===== config.mk =====
export PLATFORM = sky130hd
export DESIGN_NAME = subckt_probe_scheduler_flat
export DESIGN_NICKNAME = d
export VERILOG_FILES = /design/src/rtl/subckt_probe_scheduler_pkg.sv /design/src/rtl/subckt_probe_scheduler_if.sv /design/src/rtl/subckt_probe_scheduler_arbiter.sv /design/src/rtl/subckt_probe_scheduler.sv /design/src/flat_wrapper.sv
export SDC_FILE = /design/constraint.sdc
export NUM_CORES = 1
export LEC_CHECK = 0
export BUFFER_PORTS_ARGS = -buffer_cell sky130_fd_sc_hd__buf_2
export CORE_MARGIN = 2
export CORE_UTILIZATION = 35
export DETAILED_ROUTE_END_ITERATION = 8
export PLACE_DENSITY = 0.62
export SYNTH_ARGS = -nofsm -noshare
export SYNTH_HDL_FRONTEND = slang
export SYNTH_SLANG_ARGS = --single-unit

===== constraint.sdc =====
create_clock -name I1470_clk -period 3.05 [get_ports I1470_clk]
set_input_delay 0.1525 -clock I1470_clk [delete_from_list [all_inputs] [get_ports I1470_clk]]
set_output_delay 0.1525 -clock I1470_clk [all_outputs]
set_load 0.02 [all_outputs]

===== src/rtl/subckt_probe_scheduler_pkg.sv =====
// Shared types and defaults for the subcircuit probe scheduler.
package subckt_probe_pkg;

    typedef enum logic [1:0] {
        IDLE    = 2'd0,
        APPLY   = 2'd1,
        RESPOND = 2'd2
    } state_t;

    localparam int DEF_NREQ  = 4;
    localparam int DEF_VEC_W = 4;
    localparam int DEF_HOLD  = 3;

    // Width of a requester index; never narrower than one bit.
    function automatic int id_width(input int n);
        return (n <= 2) ? 1 : $clog2(n);
    endfunction

endpackage


===== src/rtl/subckt_probe_scheduler_if.sv =====
// Harness-side request/response bus plus the subcircuit drive/observe pair.
interface subckt_probe_scheduler_if
    import subckt_probe_pkg::*;
#(
    parameter int NREQ  = DEF_NREQ,
    parameter int VEC_W = DEF_VEC_W
) ();
    localparam int ID_W = id_width(NREQ);

    logic [NREQ-1:0]       req_valid;
    logic [NREQ*VEC_W-1:0] req_vec;
    logic [NREQ-1:0]       req_ready;
    logic [VEC_W-1:0]      dut_in;
    logic                  dut_out;
    logic                  rsp_valid;
    logic                  rsp_ready;
    logic [ID_W-1:0]       rsp_id;
    logic                  rsp_bit;
    logic                  busy;

    // Test harness / subcircuit side.
    modport master (
        output req_valid, req_vec, dut_out, rsp_ready,
        input  req_ready, dut_in, rsp_valid, rsp_id, rsp_bit, busy
    );

    // Scheduler side.
    modport slave (
        input  req_valid, req_vec, dut_out, rsp_ready,
        output req_ready, dut_in, rsp_valid, rsp_id, rsp_bit, busy
    );
endinterface


===== src/rtl/subckt_probe_scheduler_arbiter.sv =====
// Combinational round-robin picker: first valid requester at or above rr_ptr, with wrap.
module subckt_rr_arbiter
    import subckt_probe_pkg::*;
#(
    parameter int NREQ = DEF_NREQ,
    parameter int ID_W = id_width(NREQ)
) (
    input  logic [NREQ-1:0] req,
    input  logic [ID_W-1:0] rr_ptr,
    output logic [NREQ-1:0] grant,
    output logic [ID_W-1:0] grant_idx,
    output logic            any_grant
);
    int              pos;
    logic [ID_W-1:0] idx;

    // Scan NREQ positions starting at rr_ptr; the first hit wins.
    always_comb begin
        grant     = '0;
        grant_idx = '0;
        any_grant = 1'b0;
        pos       = 0;
        idx       = '0;
        for (int i = 0; i < NREQ; i++) begin
            pos = int'(rr_ptr) + i;
            if (pos >= NREQ) pos = pos - NREQ;
            idx = ID_W'(pos);
            if (!any_grant && req[idx]) begin
                any_grant  = 1'b1;
                grant[idx] = 1'b1;
                grant_idx  = idx;
            end
        end
    end
endmodule


===== src/rtl/subckt_probe_scheduler.sv =====
// Shares one registered subcircuit among NREQ requesters: grant, hold vector, capture, respond.
module subckt_probe_scheduler
    import subckt_probe_pkg::*;
#(
    parameter int NREQ  = DEF_NREQ,
    parameter int VEC_W = DEF_VEC_W,
    parameter int HOLD  = DEF_HOLD
) (
    input  logic                    I1470_clk,
    input  logic                    I1477_rst,
    subckt_probe_scheduler_if.slave bus
);
    localparam int ID_W  = id_width(NREQ);
    localparam int CNT_W = (HOLD < 2) ? 1 : $clog2(HOLD + 1);

    state_t           state, state_nxt;
    logic [ID_W-1:0]  rr_ptr;
    logic [CNT_W-1:0] hold_cnt;
    logic [ID_W-1:0]  id_latch;
    logic [VEC_W-1:0] vec_latch;
    logic [NREQ-1:0]  grant;
    logic [ID_W-1:0]  grant_idx;
    logic             any_grant;
    logic             take;
    logic             capture;
    logic [ID_W-1:0]  rsp_id_r;
    logic             rsp_bit_r;

    subckt_rr_arbiter #(.NREQ(NREQ), .ID_W(ID_W)) u_arb (
        .req       (bus.req_valid),
        .rr_ptr    (rr_ptr),
        .grant     (grant),
        .grant_idx (grant_idx),
        .any_grant (any_grant)
    );

    // State register.
    always_ff @(posedge I1470_clk) begin
        if (I1477_rst) state <= IDLE;
        else           state <= state_nxt;
    end

    // Next-state and handshake decode; reset suppresses any grant in its cycle.
    always_comb begin
        state_nxt = state;
        take      = 1'b0;
        capture   = 1'b0;
        case (state)
            IDLE: begin
                if (any_grant && !I1477_rst) begin
                    take      = 1'b1;
                    state_nxt = APPLY;
                end
            end
            APPLY: begin
                if (hold_cnt == CNT_W'(HOLD - 1)) begin
                    capture   = 1'b1;
                    state_nxt = RESPOND;
                end
            end
            RESPOND: begin
                if (bus.rsp_ready) state_nxt = IDLE;
            end
            default: state_nxt = IDLE;
        endcase
    end

    // Control registers: round-robin pointer, hold counter, response fields.
    always_ff @(posedge I1470_clk) begin
        if (I1477_rst) begin
            rr_ptr    <= '0;
            hold_cnt  <= '0;
            rsp_id_r  <= '0;
            rsp_bit_r <= 1'b0;
        end else begin
            if (take) begin
                rr_ptr   <= (grant_idx == ID_W'(NREQ - 1)) ? '0 : grant_idx + ID_W'(1);
                hold_cnt <= '0;
            end else if (state == APPLY) begin
                hold_cnt <= hold_cnt + CNT_W'(1);
            end
            if (capture) begin
                rsp_bit_r <= bus.dut_out;
                rsp_id_r  <= id_latch;
            end
        end
    end

    // Granted vector and ID latch; only observed outside IDLE, so left unreset.
    always_ff @(posedge I1470_clk) begin
        if (take) begin
            vec_latch <= bus.req_vec[int'(grant_idx)*VEC_W +: VEC_W];
            id_latch  <= grant_idx;
        end
    end

    assign bus.req_ready = (state == IDLE && !I1477_rst) ? grant : '0;
    assign bus.dut_in    = (state == IDLE) ? '0 : vec_latch;
    assign bus.rsp_valid = (state == RESPOND);
    assign bus.busy      = (state != IDLE);
    assign bus.rsp_id    = rsp_id_r;
    assign bus.rsp_bit   = rsp_bit_r;
endmodule


===== src/flat_wrapper.sv =====
// flat-port wrapper written by rule: the top's interface ports become plain ports
module subckt_probe_scheduler_flat import subckt_probe_pkg::*;
#(
    parameter int NREQ  = DEF_NREQ,
    parameter int VEC_W = DEF_VEC_W,
    parameter int HOLD  = DEF_HOLD
)
  (I1470_clk, I1477_rst, bus_req_valid, bus_req_vec, bus_dut_out, bus_rsp_ready, bus_req_ready, bus_dut_in, bus_rsp_valid, bus_rsp_id, bus_rsp_bit, bus_busy);
  subckt_probe_scheduler_if #(.NREQ(NREQ), .VEC_W(VEC_W)) bus_i ();
  input  logic I1470_clk;
  input  logic I1477_rst;
  input wire logic [$bits(bus_i.req_valid)-1:0] bus_req_valid;
  input wire logic [$bits(bus_i.req_vec)-1:0] bus_req_vec;
  input wire logic [$bits(bus_i.dut_out)-1:0] bus_dut_out;
  input wire logic [$bits(bus_i.rsp_ready)-1:0] bus_rsp_ready;
  output wire logic [$bits(bus_i.req_ready)-1:0] bus_req_ready;
  output wire logic [$bits(bus_i.dut_in)-1:0] bus_dut_in;
  output wire logic [$bits(bus_i.rsp_valid)-1:0] bus_rsp_valid;
  output wire logic [$bits(bus_i.rsp_id)-1:0] bus_rsp_id;
  output wire logic [$bits(bus_i.rsp_bit)-1:0] bus_rsp_bit;
  output wire logic [$bits(bus_i.busy)-1:0] bus_busy;
  assign bus_i.req_valid = bus_req_valid;
  assign bus_i.req_vec = bus_req_vec;
  assign bus_i.dut_out = bus_dut_out;
  assign bus_i.rsp_ready = bus_rsp_ready;
  assign bus_req_ready = bus_i.req_ready;
  assign bus_dut_in = bus_i.dut_in;
  assign bus_rsp_valid = bus_i.rsp_valid;
  assign bus_rsp_id = bus_i.rsp_id;
  assign bus_rsp_bit = bus_i.rsp_bit;
  assign bus_busy = bus_i.busy;
  subckt_probe_scheduler #(.NREQ(NREQ), .VEC_W(VEC_W), .HOLD(HOLD)) u_core (.I1470_clk(I1470_clk), .I1477_rst(I1477_rst), .bus(bus_i));
endmodule

==> results.toml <==
[sta]
post-route-period-util_pct = 92.2
fin_skew_ns = 0.00582
rsz0062_at_grt = "false"
fin_crit_ns = 2.81
max_freq_mhz = 355
slew_headroom_pct = 66.4
worst_pin_slew_ns = 0.504
finalMaxSlewViolations = 0
setup_violations = 0
finalSetupTns_ns = 0
final-hold-violation-count = 0

[placement]
gp_congestion = 0.835
hpwl_um = 1990
io_buffers = 36

[synth]
synth_top_cell_by_area = "dfxtp_1"
yosysSeqAreaShare_pct = 30.8
syn_nets = 152
ys_top_cells_by_count = "mux2i_1 (15), a21oi_1 (9), dfxtp_1 (9)"
synth_top_area_share_pct = 15.4
synthCells = 120
ys_ff_latch = 15
synthArstFlopShare_pct = 0
syn-cell-area_sq_um = 1170
synth_edf_count = 6
synth_most_common_cell = "mux2i_1"
yosysWarnings = 0
avgSynthCellArea_sq_um = 9.75
yosys-top-cells-area = "dfxtp_1 (15%), edfxtp_1 (15%), mux2i_1 (13%)"
ys.flop_type = "dfxtp_1"
synth_cell_types = 32

[drt]
drt-total-wl_um = 2480
drt_pre_antenna_iters = 4
remaining_drc_errors = 0
drt_iter0_drc = 23
final_antenna_net_count = 0
num_vias = 1022
viasPerCell = 5.03
avgRoutedWirePerCell_um = 12.2

[cts]
clkSinkCount = 15
htreeDepth = 1
cts_hold_buffers = 0
cts_tree = "yes"
root_buffer = "clkbuf_4"
clk_path_buf_depth = 2
cts_made_buffers = 3
insertion_delay_ns = 0.28
clk_pin_slew_ns = 0.09

[outcome]
status = "finished clean"

[worst_setup_path]
path_delay_family = "simple AND/OR/NAND/NOR gates"
crit_buf_inv = 2
r2r-end = "u_core.vec_latch[3]$_DFFE_PP_"
worstSetupPathType = "register to output pin"
arrival_ns = 2.66
worstSetupEndpointType = "output pin"
timing.rr.start = "u_core.rr_ptr[1]$_SDFFE_PP0P_"
critical_path_required_ns = 2.90
worstSetupStartpointType = "register"
r2r.worst_path.cells = 8
slowest_stage = "mux4_2"
cp_max_fo = 7
r2r_slack_ns = 0.37
path_cells = "inv_1 -> ha_4 -> mux4_2 -> or3_4 -> nor2_2 -> a22oi_1 -> a21oi_1 -> buf_2"
cp_slowest_stage_delay_ns = 0.58

[floorplanning]
die_area_sq_um = 3820
core_sq_um = 3130
io_pins = 37
initial_utilization_pct = 37.4
die_h_um = 61.8
fp-row-count = 20
die_w_um = 61.8

[power]
leakage_nw = 0.620
powerDensity_nw_per_um2 = 876
ir_drop_uv = 350

[final_layout]
antennaDiodeCount = 0
syn2layout_area_growth_pct = 23.9
drive_above_1_share_pct = 37.7
nets = 192
utilization_pct = 46.3

[global_routing]
grt_max_degree = 14
track_usage_pct = 13.6
grt_antenna_before_repair = 0
grt_pass1_wl_um = 4000
gr-total-overflow = 0
first_global_vias = 939

[min_path]
min_to = "u_core.bus.rsp_bit$_SDFFE_PP0P_"
min_path_type = "input pin to register"
worstHoldStart = "bus_dut_out"
holdPathStages = 3

[flow_run]
cap_violations = 0
==> power breakdown <==
group | switching, mW | internal, mW | total [mW]
clock | 0.0634 | 0.0486 | 0.112
combinational | 0.458 | 0.378 | 0.836
sequential | 0.0261 | 0.295 | 0.322
total | 0.547 | 0.723 | 1.27
==> registers in the layout, indices dropped and copies added (netlist names) <==
signal              flops
u_core.vec_latch        4
u_core.id_latch         2
u_core.bus.rsp_bit      1
u_core.rr_ptr           2
u_core.state            2
u_core.hold_cnt         2
u_core.bus.rsp_id       2
==> repair_timing <==
action,in CTS,in global routing
setup endpoints to repair,0,4
resized for setup,0,2
setup buffers,0,1
==> worst min-delay path: stages <==
cell and delay, ns:
buf_2 0.09, nand3_1 0.05, a21oi_1 0.05
==> how the worst max path moves through the flow <==
stage	from	endpoint	slack, ns	depth (start not counted)
2_1_floorplan	u_core.rr_ptr[0]$_SDFFE_PP0P_	u_core.vec_latch[0]$_DFFE_PP_	0.26	9
3_3_place_gp	u_core.rr_ptr[1]$_SDFFE_PP0P_	u_core.vec_latch[2]$_DFFE_PP_	0.36	8
3_5_place_dp	u_core.rr_ptr[1]$_SDFFE_PP0P_	u_core.vec_latch[3]$_DFFE_PP_	0.29	8
4_1_cts	u_core.rr_ptr[1]$_SDFFE_PP0P_	bus_req_ready[0]	0.04	8
5_1_grt	u_core.rr_ptr[1]$_SDFFE_PP0P_	bus_req_ready[2]	0.04	8
6_report	u_core.rr_ptr[1]$_SDFFE_PP0P_	bus_req_ready[0]	0.24	8
==> layer usage <==
layer  up-vias  share of wire (%)  track usage (%)
met5         -                  0                0
met4         0                  0             2.74
met3         0                3.8             3.52
met2        20                 51             22.3
met1       481                 46             18.4
li1        521                  -                -
==> cell type report <==
class                   instances  area, sq um
flip-flops and latches         15          360
fillers                       312         1680
inverters                       7         26.3
multi-input cells              91          754
repair buffers                 42          225
well taps                      44         55.1
clock buffers                   3         22.5
clock inverters                 1         5.00
==> layout by cell type (no fill, tap or decap), types with 2 or more instances in the layout <==
| cell | n |
|---|---|
| a21oi_1 | 9 |
| a22oi_1 | 8 |
| buf_2 | 36 |
| buf_4 | 6 |
| clkbuf_4 | 3 |
| dfxtp_1 | 9 |
| edfxtp_1 | 6 |
| ha_1 | 7 |
| inv_1 | 7 |
| mux2i_1 | 15 |
| mux4_2 | 4 |
| nand2_1 | 4 |
| nand2b_1 | 2 |
| nand3_1 | 4 |
| nor2_1 | 5 |
| nor2b_1 | 8 |
| nor3_1 | 2 |
| o211ai_1 | 2 |
| or2_2 | 5 |
| or3_1 | 2 |
==> cell families (layout without fill, tap and decap cells) <==
logic type                 after synthesis  count (layout)  share of synthesized area (%)
adders and majority gates                8               8                           8.56
buffers and inverters                   14              53                           5.99
muxes                                   20              20                           21.5
DFF                                     15              15                           30.8
AOI/OAI and AO/OA                       26              26                           15.5
and+or+nand+nor                         36              36                           16.9
xor gates and xnor gates                 1               1                          0.749
==> metrics by stage <==
step                power [mW]  hold slack [ns]  cells  setup WS [ns]  cell area, sq um
floorplan                0.970            0.300    120          0.256              1170
global placement          1.11            0.409    198          0.364              1400
detailed placement        1.13            0.421    198          0.289              1400
CTS                       1.25            0.116    202         0.0401              1430
global route              1.39            0.112    203         0.0366              1450
finish                    1.27            0.122    203          0.237              1450
Note: power is estimated with default switching activity, not from simulation.
